`src/rtl/lsu_bus_pkg.sv`:
```
// lsu_bus_pkg: shared load/store bus constants, region map and DMA state encoding
// Used by the core-side request logic, the bus arbiter and lsu_dma_master.
package lsu_bus_pkg;
    localparam logic [3:0]  BMASK_LW    = 4'b0100;
    localparam logic [3:0]  BMASK_SW    = 4'b1010;
    localparam logic [3:0]  BMASK_NONE  = 4'b0000;
    localparam logic [31:0] RAM_BASE    = 32'h0000_0000;
    localparam logic [31:0] LEDR_BASE   = 32'h1000_0000;
    localparam logic [31:0] HEX0_3_BASE = 32'h1000_2000;
    localparam logic [31:0] SW_BASE     = 32'h1001_0000;
    typedef enum logic [2:0] {
        S_IDLE,
        S_READ,
        S_WRITE,
        S_DONE,
        S_ERR
    } dma_state_e;
endpackage

```
`src/rtl/lsu_dma_master.sv`:
```
// lsu_dma_master: word-copy DMA initiator on the load/store bus
// Ports: i_clk/i_reset (sync, active high); i_start/i_src/i_dst/i_len start a copy;
// o_busy/o_done/o_err report status; o_req/i_gnt handshake with the arbiter;
// o_addr/o_wdata/o_bmask/o_wren/i_rdata form the bus master port (i_rdata same-cycle).
module lsu_dma_master
    import lsu_bus_pkg::*;
#(
    parameter int LEN_W = 16
) (
    input  logic             i_clk,
    input  logic             i_reset,
    input  logic             i_start,
    input  logic [31:0]      i_src,
    input  logic [31:0]      i_dst,
    input  logic [LEN_W-1:0] i_len,
    output logic             o_busy,
    output logic             o_done,
    output logic             o_err,
    output logic             o_req,
    input  logic             i_gnt,
    output logic [31:0]      o_addr,
    output logic [31:0]      o_wdata,
    output logic [3:0]       o_bmask,
    output logic             o_wren,
    input  logic [31:0]      i_rdata
);
    dma_state_e       state, state_n;
    logic [31:0]      src_reg, dst_reg, data_reg;
    logic [LEN_W-1:0] cnt;

    always_ff @(posedge i_clk) begin
        if (i_reset) begin
            state    <= S_IDLE;
            src_reg  <= '0;
            dst_reg  <= '0;
            data_reg <= '0;
            cnt      <= '0;
        end else begin
            state <= state_n;
            if (state == S_IDLE && i_start) begin
                src_reg <= i_src;
                dst_reg <= i_dst;
                cnt     <= i_len;
            end
            if (state == S_READ && i_gnt) begin
                data_reg <= i_rdata;
                src_reg  <= src_reg + 32'd4;
            end
            if (state == S_WRITE && i_gnt) begin
                dst_reg <= dst_reg + 32'd4;
                cnt     <= cnt - LEN_W'(1);
            end
        end
    end

    always_comb begin
        state_n = state;
        o_busy  = 1'b0;
        o_done  = 1'b0;
        o_err   = 1'b0;
        o_req   = 1'b0;
        o_addr  = '0;
        o_wdata = '0;
        o_bmask = BMASK_NONE;
        o_wren  = 1'b0;
        case (state)
            S_IDLE: if (i_start)
                state_n = (|i_src[1:0] || |i_dst[1:0]) ? S_ERR :
                          (i_len == '0) ? S_DONE : S_READ;
            S_READ: begin
                o_busy  = 1'b1;
                o_req   = 1'b1;
                o_addr  = src_reg;
                o_bmask = BMASK_LW;
                if (i_gnt) state_n = S_WRITE;
            end
            S_WRITE: begin
                o_busy  = 1'b1;
                o_req   = 1'b1;
                o_addr  = dst_reg;
                o_wdata = data_reg;
                o_bmask = BMASK_SW;
                o_wren  = i_gnt;
                // cnt still holds the pre-decrement count here, so 1 means last word
                if (i_gnt) state_n = (cnt == LEN_W'(1)) ? S_DONE : S_READ;
            end
            S_DONE: begin
                o_done  = 1'b1;
                state_n = S_IDLE;
            end
            S_ERR: begin
                o_err   = 1'b1;
                state_n = S_IDLE;
            end
            default: state_n = S_IDLE;
        endcase
    end
endmodule

```
`config.mk`:
```
export PLATFORM = sky130hd
export DESIGN_NAME = lsu_dma_master
export DESIGN_NICKNAME = d
export VERILOG_FILES = /design/src/rtl/lsu_bus_pkg.sv /design/src/rtl/lsu_dma_master.sv
export SDC_FILE = /design/constraint.sdc
export NUM_CORES = 1
export LEC_CHECK = 0
export CORE_MARGIN = 4
export CORE_UTILIZATION = 52
export CTS_CLUSTER_SIZE = 14
export DETAILED_ROUTE_END_ITERATION = 10
export GPL_ROUTABILITY_DRIVEN = 0
export PLACE_DENSITY_LB_ADDON = 0.15
export SLEW_MARGIN = 20
export SYNTH_ARGS = -nofsm -noshare
export SYNTH_HDL_FRONTEND = slang
export SYNTH_SLANG_ARGS = --single-unit
export TNS_END_PERCENT = 10
```
`constraint.sdc`:
```
create_clock -name i_clk -period 5.3 [get_ports i_clk]
set_input_delay 0.53 -clock i_clk [delete_from_list [all_inputs] [get_ports i_clk]]
set_output_delay 0.53 -clock i_clk [all_outputs]
set_load 0.1 [all_outputs]
```
Yosys cells after proc, flatten, opt, wreduce, memory -nomap -nowiden
Cells that the tools add are included.
{"block": "word_totals", "elab_cells": 48, "input_bits": 116, "out_inout_bits": 73, "ff_bits": 115}
{"block": "op_classes", "n_mux": 20, "eq_ne": 8, "add_sub_neg": 3, "n_reduce_logical": 12}
{"op": "32-bit 2-to-1 mux", "count": 5}
{"op": "32-bit by 3-bit adder with 32-bit output, second input constant", "count": 2}
{"op": "32-bit case mux with 2 select lines", "count": 1}
{"op": "16-bit 2-to-1 mux", "count": 2}
{"op": "16-bit by 1-bit equality test with 1-bit output, second input constant", "count": 1}
{"op": "16-bit logical NOT", "count": 1}
{"op": "16-bit by 1-bit subtractor with 16-bit output, second input constant", "count": 1}
{"op": "3-bit 2-to-1 mux", "count": 4}
{"op": "3-bit case mux with 3 select lines", "count": 1}
{"op": "4-bit case mux with 2 select lines", "count": 1}
{"op": "3-bit by 2-bit equality test with 1-bit output, second input constant", "count": 2}
{"op": "2-bit != test, second input constant", "count": 3}
{"op": "2-bit OR reduction", "count": 3}
{"op": "1-bit 2-to-1 mux", "count": 4}
{"op": "2-bit 2-to-1 mux", "count": 2}
{"op": "2-bit nonzero test", "count": 2}
{"op": "3-bit by 1-bit equality test with 1-bit output, second input constant", "count": 1}
{"op": "3-bit equality test, second input constant", "count": 1}
{"op": "1-bit logical AND", "count": 3}
{"op": "3-bit logical NOT", "count": 1}
{"op": "3-bit AND reduction", "count": 1}
{"op": "1-bit logical OR", "count": 1}

Depth between registers and ports, before layout
Gate-level depths: netlist of run 1.
{"block": "logic_depth", "depth_word": 5, "mapped_depth": 8, "ltp_nobuf": 6}

Worst setup path after synthesis of run 1
OpenSTA, ideal clock, no wires.
{"block": "synth_timing", "path_kind": "register to output", "start": "register state[1]", "end": "output port o_addr[22]", "stages_incl_launch_ff": 5, "path_buffers": 2, "path_slack_ns": 1.713, "arrival_ns": 3.057, "required_ns": 4.770, "path_cell_list": "dfxtp_1 clkbuf_1 nor3b_1 clkbuf_1 a22o_1"}
{"block": "synth_between", "elab_chain_len": 2, "elab_cells_between_ends": 3, "cone_classes": "eq/ne (2); mux (1)"}
{"item": "start: declaration", "line": "lsu_dma_master.sv:27", "rtl": "dma_state_e state, state_n;"}
{"item": "start signal: assignment", "line": "lsu_dma_master.sv:39", "rtl": "state <= state_n;"}
{"item": "3-bit by 2-bit equality test with 1-bit output or 3-bit by 1-bit equality test with 1-bit output (tied branches)", "line": "lsu_dma_master.sv:66", "rtl": "case (state)"}
{"item": "32-bit case mux with 2 select lines *", "line": "lsu_dma_master.sv:66"}
{"item": "end: declaration", "line": "lsu_dma_master.sv:21", "rtl": "output logic [31:0] o_addr,"}
Mark *: on every way between the ends. The rest lies on a longest branch, timed or not.

Final worst setup path of run 1
{"block": "layout_timing", "start": "register state[0]", "end": "output port o_addr[22]"}
The elaborated chain is that of the path after synthesis.

==> summary.txt, run 1 <==
Outcome
  – Status: complete, no violations

Final layout
  – Number of diodes: 0
  – Post-layout nets: 1087
  – Layout cells sized above 1: 0.0663
  – Layout Cells excl Fill: 1123
  – Layout overhead on the synthesized area: 39.8%

Timing
  – Pins over their slew limit: 0
  – RSZ-0062 raised after global routing: false
  – Fmax: 252 MHz
  – Rel. slew slack: 0.282
  – Minimum clock period: 3.97 ns
  – Worst slew pin tran: 1.07 ns
  – Clock Skew: 0.00662 ns
  – Setup TNS: 0 ns
  – Final setup viols: 0
  – Final Cycle Share: 0.748
  – Final Hold Fails: 0
  – Hold Worst Slack: 0.449 ns

Power
  – Static leakage: 2.93 nW
  – PD cells: 332 mW/mm2
  – Final Total Pwr: 2.93 mW
  – VDD IR max: 0.225 mV

Die
  – Full die area: 0.0139 mm2
  – Die height: 118 um
  – Chip width: 118 um
  – Row count: 39
  – Starting Density: 0.540
  – Core area: 0.0117 mm2
  – I/O Pins: 189

Placement
  – Inst Count DP: 1091
  – Port Buf Inserts: 187
  – DP HPWL: 14900 um

Logic synthesis
  – Top_reg_cell synth: dfxtp_1
  – FF+latch count, synth: 115
  – Sequential share of the synthesized area: 0.365
  – Synthesis warning total: 0
  – Area contributors post-synth: dfxtp_1 (37%), nand2_1 (8.2%), a21oi_1 (6.1%)
  – Ys async rst share: 0
  – Synthesized area: 0.00630 mm2
  – EDFF count, synth: 0
  – Cells after synthesis: 816
  – Yosys top cell area share: 0.365
  – Cell variety after synth: 59
  – Syn Area/Cell: 7.72 um2
  – Top cells by count, synth: nand2_1 (138), dfxtp_1 (115), a21oi_1 (77), nor2_1 (44), clkbuf_1 (40)
  – Syn nets: 936
  – Count leader, synth: nand2_1
  – Yosys top cell by area: dfxtp_1

Worst setup path
  – Critical Setup Path Class: reg -> out
  – Cells on worst reg2reg path: 4
  – Startpoint Class: flip-flop
  – Worst setup EP type: primary output
  – Slowest CP cell: clkdlybuf4s50_1
  – Arr. time, crit path: 3.44 ns
  – R2R Path End: src_reg[22]
  – Crit path max-delay family: buffers and inverters
  – Data required, critical path: 4.77 ns
  – Critical path cell sequence: nor3b_2 -> buf_4 -> a22o_1 -> clkdlybuf4s50_1
  – FF-to-FF Start: state[0]
  – Reg2Reg Setup Slack: 2.44 ns
  – CP max stage delay: 1.16 ns
  – Buf+Inv Stages, Crit Path: 2
  – Max Fanout on Critical Path: 27

Flow run
  – Number of max-cap violations: 0

Clock tree
  – Post-CTS setup buffers: 0
  – Clock-pin slew on the worst setup and hold paths: 0.06 ns
  – H-tree Lvls: 4
  – Clock Sink Count: 115
  – Num CTS Buffers: 17
  – CTS tree: done
  – Maximum buffer depth of the clock tree: 2
  – Resized Gates After CTS: 0
  – Root Buffer: clkbuf_16
  – CTS Hold Bufs: 0
  – Clk_lat worst skew: 0.42 ns

Worst hold path
  – Hold EP: data_reg[12]
  – Worst Hold Depth: 2
  – Worst min path class: reg -> reg
  – HP Start: data_reg[12]

Detailed routing
  – WL per Instance: 19.4 um
  – Total vias in the final route: 7176
  – Final routed DRC violation total: 0
  – Via density: 6.39
  – Number of routed nets with antenna violations: 0
  – Iter 0 DRT Violations: 796
  – WL final: 21700 um
  – 1st-pass router iterations: 6

Global routing
  – Initial antenna violation count: 0
  – Via count of the first global-routing pass: 6948
  – Gr usage total: 0.303
  – First-pass GRT wire length: 34800 um
  – Grt total ovfl: 0
  – Largest net degree at the start of global routing: 80
[cells by family (layout without fill, tap and decap cells)]
family | Yosys count | in the layout | synth area share
AO/OA/AOI/OAI | 228 | 228 | 0.241
XOR/XNOR | 15 | 15 | 0.0209
adder cells (fa/ha/maj) | 4 | 4 | 0.00794
buffers and inverters | 73 | 237 | 0.0483
flip-flops | 115 | 115 | 0.365
multiplexers | 9 | 9 | 0.0157
other | 1 | 1 | 0.000595
AND/OR/NAND/NOR | 371 | 371 | 0.300
[worst max path at each step]
stage              from          to  depth (start not counted)
3_3_place_gp   state[0]  o_addr[14]                          4
2_1_floorplan  state[1]  o_addr[22]                          4
6_report       state[0]  o_addr[22]                          4
5_1_grt        state[0]  o_addr[22]                          4
3_5_place_dp   state[0]  o_addr[22]                          4
4_1_cts        state[0]  o_addr[22]                          4
[layout make-up]
type,instances,area (um2)
inverter,11,41.3
clock buffer,21,470
fill,880,2850
tap,143,179
sequential,115,2300
clock inverter,11,180
multi-input combinational,628,3720
timing repair buffer,194,1920
[layout by cell type, fill, tap and decap left out, types with 17 or more instances in the layout]
cell type        netlist  routed
a31oi_1               24      24
o211ai_1              17      17
a22oi_1               20      20
dfxtp_1              115     115
nand2_1              138     138
nor2_1                44      44
nand4_1               24      24
clkdlybuf4s50_1        0     185
clkbuf_16              0      17
nor3_1                18      18
a21oi_1               77      77
a22o_1                31      31
and2_1                34      34
nand3_1               36      36
[metal layers]
| layer | global-route usage | share of wire | up-vias |
|---|---|---|---|
| li1 | - | - | 3326 |
| met1 | 0.375 | 0.39 | 3352 |
| met2 | 0.494 | 0.48 | 438 |
| met3 | 0.0836 | 0.10 | 60 |
| met4 | 0.127 | 0.030 | 0 |
| met5 | 0 | 0 | - |
[power by group]
part / switching (mW) / internal (mW)
clock: 0.397 / 0.865
combinational: 0.385 / 0.229
sequential: 0.113 / 0.938
[through the flow]
step	util	worst slack [ns]	area, um2
after floorplan	-	1.71	6300
after global placement	0.700	1.96	8160
after detailed placement	0.700	1.82	8160
after CTS	0.755	1.37	8810
after global routing	0.755	1.21	8810
final	0.755	1.33	8810
[tightest hold or removal path: cells and delay by family, from the launching register on]
family	cells	cell delay, ns
DFF	1	0.30
AOI/OAI and AO/OA	1	0.05
and+or+nand+nor	1	0.05
Note: power is estimated with default switching activity, not from simulation.
==> inputs of run 2 (changes only) <==
--- a/config.mk
+++ b/config.mk
@@ -6,7 +6,7 @@
 export NUM_CORES = 1
 export LEC_CHECK = 0
 export CORE_MARGIN = 4
-export CORE_UTILIZATION = 52
+export CORE_UTILIZATION = 48
 export CTS_CLUSTER_SIZE = 14
 export DETAILED_ROUTE_END_ITERATION = 10
 export GPL_ROUTABILITY_DRIVEN = 0
==> constraint.sdc (replaced) <==
create_clock -name i_clk -period 4.1 [get_ports i_clk]
set_input_delay 0.41 -clock i_clk [delete_from_list [all_inputs] [get_ports i_clk]]
set_output_delay 0.41 -clock i_clk [all_outputs]
set_load 0.1 [all_outputs]
==> run 2 against run 1 <==
  * Register-to-register slack lost 1.1 ns
  * Sequential power grew 29%
  * Largest cell class unchanged
  * Critical path type unchanged
  * Highest routed layer unchanged
  * Power grew 21%
  * Clock power grew 12%
==> summary.txt, run 2 (synthesized netlist as in run 1, its figures left out) <==
Final layout
  – Layout Cells excl Fill: 1151 (was 1123)
  – Final instance area: 0.00860 mm2 (was 0.00881 mm2)
  – Layout cells sized above 1: 0.135 (was 0.0663)
  – Post-layout nets: 1089 (was 1087)
  – Layout overhead on the synthesized area: 36.5% (was 39.8%)
  – Commonest non-fill, non-tap cell in the layout: nand2_1 (was clkdlybuf4s50_1)
  – Number of diodes: 0 (unchanged)
  – Fin util: 0.676 (was 0.755)
  – Most frequent cells in the layout: nand2_1 (138), clkdlybuf4s50_1 (117), dfxtp_1 (115) (was clkdlybuf4s50_1 (185), nand2_1 (138), dfxtp_1 (115))
  – Fill cells: 1123 (was 880)

Clock tree
  – Resized Gates After CTS: 0 (unchanged)
  – Clock Sink Count: 115 (unchanged)
  – Maximum buffer depth of the clock tree: 2 (unchanged)
  – Clk_lat worst skew: 0.42 ns (about the same)
  – CTS Hold Bufs: 0 (unchanged)
  – CTS tree: done (unchanged)
  – H-tree Lvls: 4 (unchanged)
  – Clock-pin slew on the worst setup and hold paths: 0.05 ns (was 0.06 ns)
  – Num CTS Buffers: 17 (unchanged)
  – Root Buffer: clkbuf_16 (unchanged)
  – Post-CTS setup buffers: 0 (unchanged)

Detailed routing
  – Uppermost layer routed: met4 (unchanged)
  – WL per Instance: 17.8 um (was 19.4 um)
  – Number of routed nets with antenna violations: 0 (unchanged)
  – Final routed DRC violation total: 0 (unchanged)
  – Met2 WL: 9560 um (was 10500 um)
  – Wire length on met3: 1560 um (was 2170 um)
  – M1 WL: 8790 um (was 8430 um)
  – Total vias in the final route: 6856 (was 7176)
  – Iter 0 DRT Violations: 625 (was 796)
  – WL final: 20400 um (was 21700 um)
  – 1st-pass router iterations: 5 (was 6)
  – Via density: 5.96 (was 6.39)

Power
  – Pint: 2.42 mW (was 2.03 mW)
  – PD cells: 411 mW/mm2 (was 332 mW/mm2)
  – Combinational share of power: 0.220 (was 0.210)
  – Switching power: 1.12 mW (was 895 uW)
  – Sw frac: 0.317 (was 0.306)
  – Static leakage: 3.04 nW (was 2.93 nW)
  – Register share of total power: 0.381 (was 0.359)
  – Clock power frac: 0.399 (was 0.431)
  – Final Total Pwr: 3.54 mW (was 2.93 mW)
  – VDD IR max: 0.301 mV (was 0.225 mV)

Die
  – I/O Pins: 189 (unchanged)
  – Core area: 0.0127 mm2 (was 0.0117 mm2)
  – Die height: 123 um (was 118 um)
  – Chip width: 123 um (was 118 um)
  – Starting Density: 0.495 (was 0.540)
  – Row count: 41 (was 39)
  – Full die area: 0.0150 mm2 (was 0.0139 mm2)

Worst setup path
  – R2R Path End: dst_reg[21] (was src_reg[22])
  – Arr. time, crit path: 2.64 ns (was 3.44 ns)
  – Max Fanout on Critical Path: 13 (was 27)
  – Cells on worst reg2reg path: 7 (was 4)
  – Worst setup EP type: primary output (unchanged)
  – Data required, critical path: 3.69 ns (was 4.77 ns)
  – Reg2Reg Setup Slack: 1.33 ns (was 2.44 ns)
  – Critical Setup Path Class: reg -> out (unchanged)
  – FF-to-FF Start: state[0] (unchanged)
  – Startpoint Class: flip-flop (unchanged)

Global routing
  – First-pass GRT wire length: 31600 um (was 34800 um)
  – Via count of the first global-routing pass: 6257 (was 6948)
  – Largest net degree at the start of global routing: 69 (was 80)
  – Gr usage total: 0.266 (was 0.303)
  – Grt total ovfl: 0 (unchanged)
  – Initial antenna violation count: 0 (unchanged)

Worst hold path
  – Worst Hold Depth: 2 (unchanged)
  – Worst min path class: reg -> reg (unchanged)
  – HP Start: data_reg[17] (was data_reg[12])
  – Hold EP: data_reg[17] (was data_reg[12])

Outcome
  – Status: complete, no violations (unchanged)

Timing
  – Worst slew pin tran: 1.04 ns (was 1.07 ns)
  – Final Cycle Share: 0.744
  – Minimum clock period: 3.05 ns
  – Rel. slew slack: 0.306 (was 0.282)
  – Pins over their slew limit: 0 (unchanged)
  – Fmax: 328 MHz
  – RSZ-0062 raised after global routing: false (unchanged)
  – Clock Skew: 0.00887 ns (was 0.00662 ns)
  – Setup TNS: 0 ns (unchanged)
  – Final setup viols: 0 (unchanged)
  – Final Hold Fails: 0 (unchanged)

Placement
  – Port Buf Inserts: 187 (unchanged)
  – Inst Count DP: 1122 (was 1091)
  – Dpl cell area: 0.00804 mm2 (was 0.00816 mm2)
  – DP HPWL: 14200 um (was 14900 um)

Flow run
  – Number of max-cap violations: 0 (unchanged)
==> run 2: cell types whose count changed in the layout (fill, tap and decap cells not counted), sizes merged <==
cell,before,now
buf,9,79
clkdlybuf4s50,185,117
bufinv,5,1
clkbuf,21,24
clkinv,6,4
==> run 2: cell type report <==
class	instances	area [um2]	share of cell area
well taps	172	215	0.0250
multi-input cells	628	3720	0.432
flip-flops and latches	115	2300	0.268
inverters	11	41.3	0.00480
clock buffers	24	512	0.0595
repair buffers	196	1760	0.205
clock inverters	5	50.0	0.00582
==> run 2: worst max-delay path by stage <==
stage	startpoint	endpoint	slack, ns	depth (start not counted)
2_1_floorplan	state[1]	o_addr[22]	0.63	4
3_3_place_gp	i_gnt	dst_reg[21]	1.13	8
3_5_place_dp	i_gnt	dst_reg[21]	1.09	8
4_1_cts	state[0]	o_bmask[2]	1.05	2
5_1_grt	state[0]	o_bmask[2]	0.94	2
6_report	state[0]	o_bmask[2]	1.05	2
==> run 2: critical path: stages, from the launching register on <==
cell             delay [ns]
dfxtp_1                0.62
nor3b_2                0.38
clkdlybuf4s50_1        1.21
==> run 2: through the flow <==
step | worst slack [ns] | hold slack, ns
CTS | 1.05 | 0.449
detailed placement | 1.09 | 0.442
finish | 1.05 | 0.447
global placement | 1.13 | 0.437
floorplan | 0.633 | 0.432
global route | 0.935 | 0.465
==> run 2: metal layers <==
metal / GRT usage / vias to the layer above
li1: - / 3337
met1: 0.357 / 3200
met2: 0.420 / 277
met3: 0.0530 / 42
met4: 0.107 / 0
met5: 0 / -
==> run 2: power by group through the flow <==
stage / registers [mW] / logic [mW] / clock network [mW]
finish: 1.35 / 0.779 / 1.41
global route: 1.36 / 0.836 / 1.47
CTS: 1.34 / 0.778 / 1.42
detailed placement: 1.36 / 0.774 / 0
global placement: 1.36 / 0.767 / 0
floorplan: 1.31 / 0.557 / 0
==> inputs of run 3 (changes only) <==
==> constraint.sdc (replaced) <==
create_clock -name i_clk -period 3.1 [get_ports i_clk]
set_input_delay 0.31 -clock i_clk [delete_from_list [all_inputs] [get_ports i_clk]]
set_output_delay 0.31 -clock i_clk [all_outputs]
set_load 0.1 [all_outputs]
==> run 3 against run 2 <==
  * Clock power increased by 35%
  * Largest power group unchanged
  * Sequential power rose by 33%
  * Utilization rose by 6.4 points
  * First-iteration DRC count rose by 27%
  * Sequential cell count did not move
  * Setup slack got worse by 0.65 ns
  * Critical path depth rose by 2
  * Critical path type unchanged
  * Via count is 2.2% higher
  * Hold slack worse by 0.0010 ns
  * Cell area is 9.4% higher
  * Sequential share of layout area fell by 2.3 points
==> summary.txt, run 3 (synthesized netlist as in run 1, its figures left out) <==
Worst hold path
  – Worst min path class: in -> reg (was reg -> reg)
  – Worst Hold Depth: 3 (was 2)

Power
  – Pint: 3.32 mW (was 2.42 mW)
  – Sw frac: 0.312 (was 0.317)
  – Register share of total power: 0.371 (was 0.381)
  – Switching power: 1.50 mW (was 1.12 mW)
  – Static leakage: 3.24 nW (was 3.04 nW)
  – VDD IR max: 0.417 mV (was 0.301 mV)
  – Combinational share of power: 0.234 (was 0.220)
  – Clock power frac: 0.395 (was 0.399)
  – PD cells: 512 mW/mm2 (was 411 mW/mm2)
  – Final Total Pwr: 4.82 mW (was 3.54 mW)

Die
  – Starting Density: 0.495 (unchanged)
  – Core area: 0.0127 mm2 (unchanged)
  – Chip width: 123 um (unchanged)
  – Die height: 123 um (unchanged)
  – Row count: 41 (unchanged)
  – Full die area: 0.0150 mm2 (unchanged)
  – I/O Pins: 189 (unchanged)

Final layout
  – Layout cells sized above 1: 0.141 (was 0.135)
  – Commonest non-fill, non-tap cell in the layout: nand2_1 (unchanged)
  – Layout overhead on the synthesized area: 49.4% (was 36.5%)
  – Most frequent cells in the layout: nand2_1 (138), dfxtp_1 (115), clkdlybuf4s50_1 (114) (was nand2_1 (138), clkdlybuf4s50_1 (117), dfxtp_1 (115))
  – Number of diodes: 0 (unchanged)
  – Post-layout nets: 1095 (was 1089)
  – Layout Cells excl Fill: 1158 (was 1151)

Timing
  – Clock Skew: 0.00590 ns (was 0.00887 ns)
  – Setup TNS: 0 ns (unchanged)
  – Fmax: 371 MHz
  – Worst slew pin tran: 0.731 ns (was 1.04 ns)
  – Rel. slew slack: 0.508 (was 0.306)
  – Final setup viols: 0 (unchanged)
  – Final Cycle Share: 0.870
  – RSZ-0062 raised after global routing: false (unchanged)
  – Hold Worst Slack: 0.446 ns (was 0.447 ns)
  – Minimum clock period: 2.70 ns
  – Worst setup margin: 0.402 ns (was 1.05 ns)
  – Final Hold Fails: 0 (unchanged)
  – Pins over their slew limit: 0 (unchanged)

Detailed routing
  – WL final: 21100 um (was 20400 um)
  – WL per Instance: 18.3 um (was 17.8 um)
  – 1st-pass router iterations: 6 (was 5)
  – Final routed DRC violation total: 0 (unchanged)
  – Iter 0 DRT Violations: 795 (was 625)
  – Number of routed nets with antenna violations: 0 (unchanged)
  – Total vias in the final route: 7006 (was 6856)
  – Via density: 6.05 (was 5.96)

Clock tree
  – CTS Hold Bufs: 0 (unchanged)
  – Resized Gates After CTS: 0 (unchanged)
  – CTS tree: done (unchanged)
  – Clock-pin slew on the worst setup and hold paths: 0.05 ns (about the same)
  – Maximum buffer depth of the clock tree: 2 (unchanged)
  – Post-CTS setup buffers: 0 (unchanged)
  – H-tree Lvls: 4 (unchanged)
  – Num CTS Buffers: 17 (unchanged)
  – Clock Sink Count: 115 (unchanged)
  – Clk_lat worst skew: 0.41 ns (was 0.42 ns)
  – Root Buffer: clkbuf_16 (unchanged)

Global routing
  – Largest net degree at the start of global routing: 68 (was 69)
  – Gr usage total: 0.274 (was 0.266)
  – Via count of the first global-routing pass: 6354 (was 6257)
  – Initial antenna violation count: 0 (unchanged)
  – Grt total ovfl: 0 (unchanged)
  – First-pass GRT wire length: 32600 um (was 31600 um)

Worst setup path
  – Worst setup EP type: primary output (unchanged)
  – Data required, critical path: 2.79 ns (was 3.69 ns)
  – Startpoint Class: flip-flop (unchanged)
  – Critical Setup Path Class: reg -> out (unchanged)
  – Cells on worst reg2reg path: 7 (unchanged)
  – Max Fanout on Critical Path: 67 (was 13)
  – Arr. time, crit path: 2.39 ns (was 2.64 ns)

Placement
  – DP HPWL: 15000 um (was 14200 um)
  – Worst slack, placed: 0.655 ns (was 1.09 ns)
  – Port Buf Inserts: 187 (unchanged)
  – Inst Count DP: 1128 (was 1122)

Flow run
  – Number of max-cap violations: 0 (unchanged)

Outcome
  – Status: complete, no violations (unchanged)
==> run 3: cell type report <==
type | instances | area, um2
timing repair buffer | 202 | 2560
inverter | 11 | 41.3
clock inverter | 5 | 75.1
sequential | 115 | 2300
tap | 172 | 215
fill | 995 | 3310
multi-input combinational | 628 | 3720
clock buffer | 25 | 495
==> run 3: worst paths after layout <==
kind,slack [ns],from,endpoint
max reg2reg,0.80,state[0],dst_reg[30]
min,0.45,i_src[20],src_reg[20]
min reg2reg,0.45,data_reg[2],data_reg[2]
max,0.40,state[1],o_addr[3]
==> run 3: worst max-delay path, stage by stage (launching register included) <==
cell and delay, ns:
dfxtp_1 0.62, nor3b_2 0.28, buf_4 0.54, a22o_1 0.31
buf_12 0.19
==> run 3: per-layer routing <==
metal / global-route usage / vias up / wire [um] / share of wire
met1: 0.362 / 3292 / 8730 / 0.41
met3: 0.0604 / 33 / 1830 / 0.087
met2: 0.447 / 339 / 10200 / 0.48
li1: - / 3342 / - / -
met5: 0 / - / 0 / 0
met4: 0.0861 / 0 / 399 / 0.019
==> run 3: per-stage QoR <==
step	cell area, um2	util
2_1_floorplan	6300	-
3_3_place_gp	8840	0.695
3_5_place_dp	8840	0.695
4_1_cts	9410	0.740
5_1_grt	9410	0.740
6_report	9410	0.740
==> run 3: power groups by stage <==
stage | clock network, mW | registers, mW | logic (mW)
after floorplan | 0 | 1.73 | 0.736
after global placement | 0 | 1.80 | 1.10
after CTS | 1.91 | 1.78 | 1.12
after global routing | 1.98 | 1.81 | 1.21
final | 1.90 | 1.79 | 1.13
after detailed placement | 0 | 1.81 | 1.12
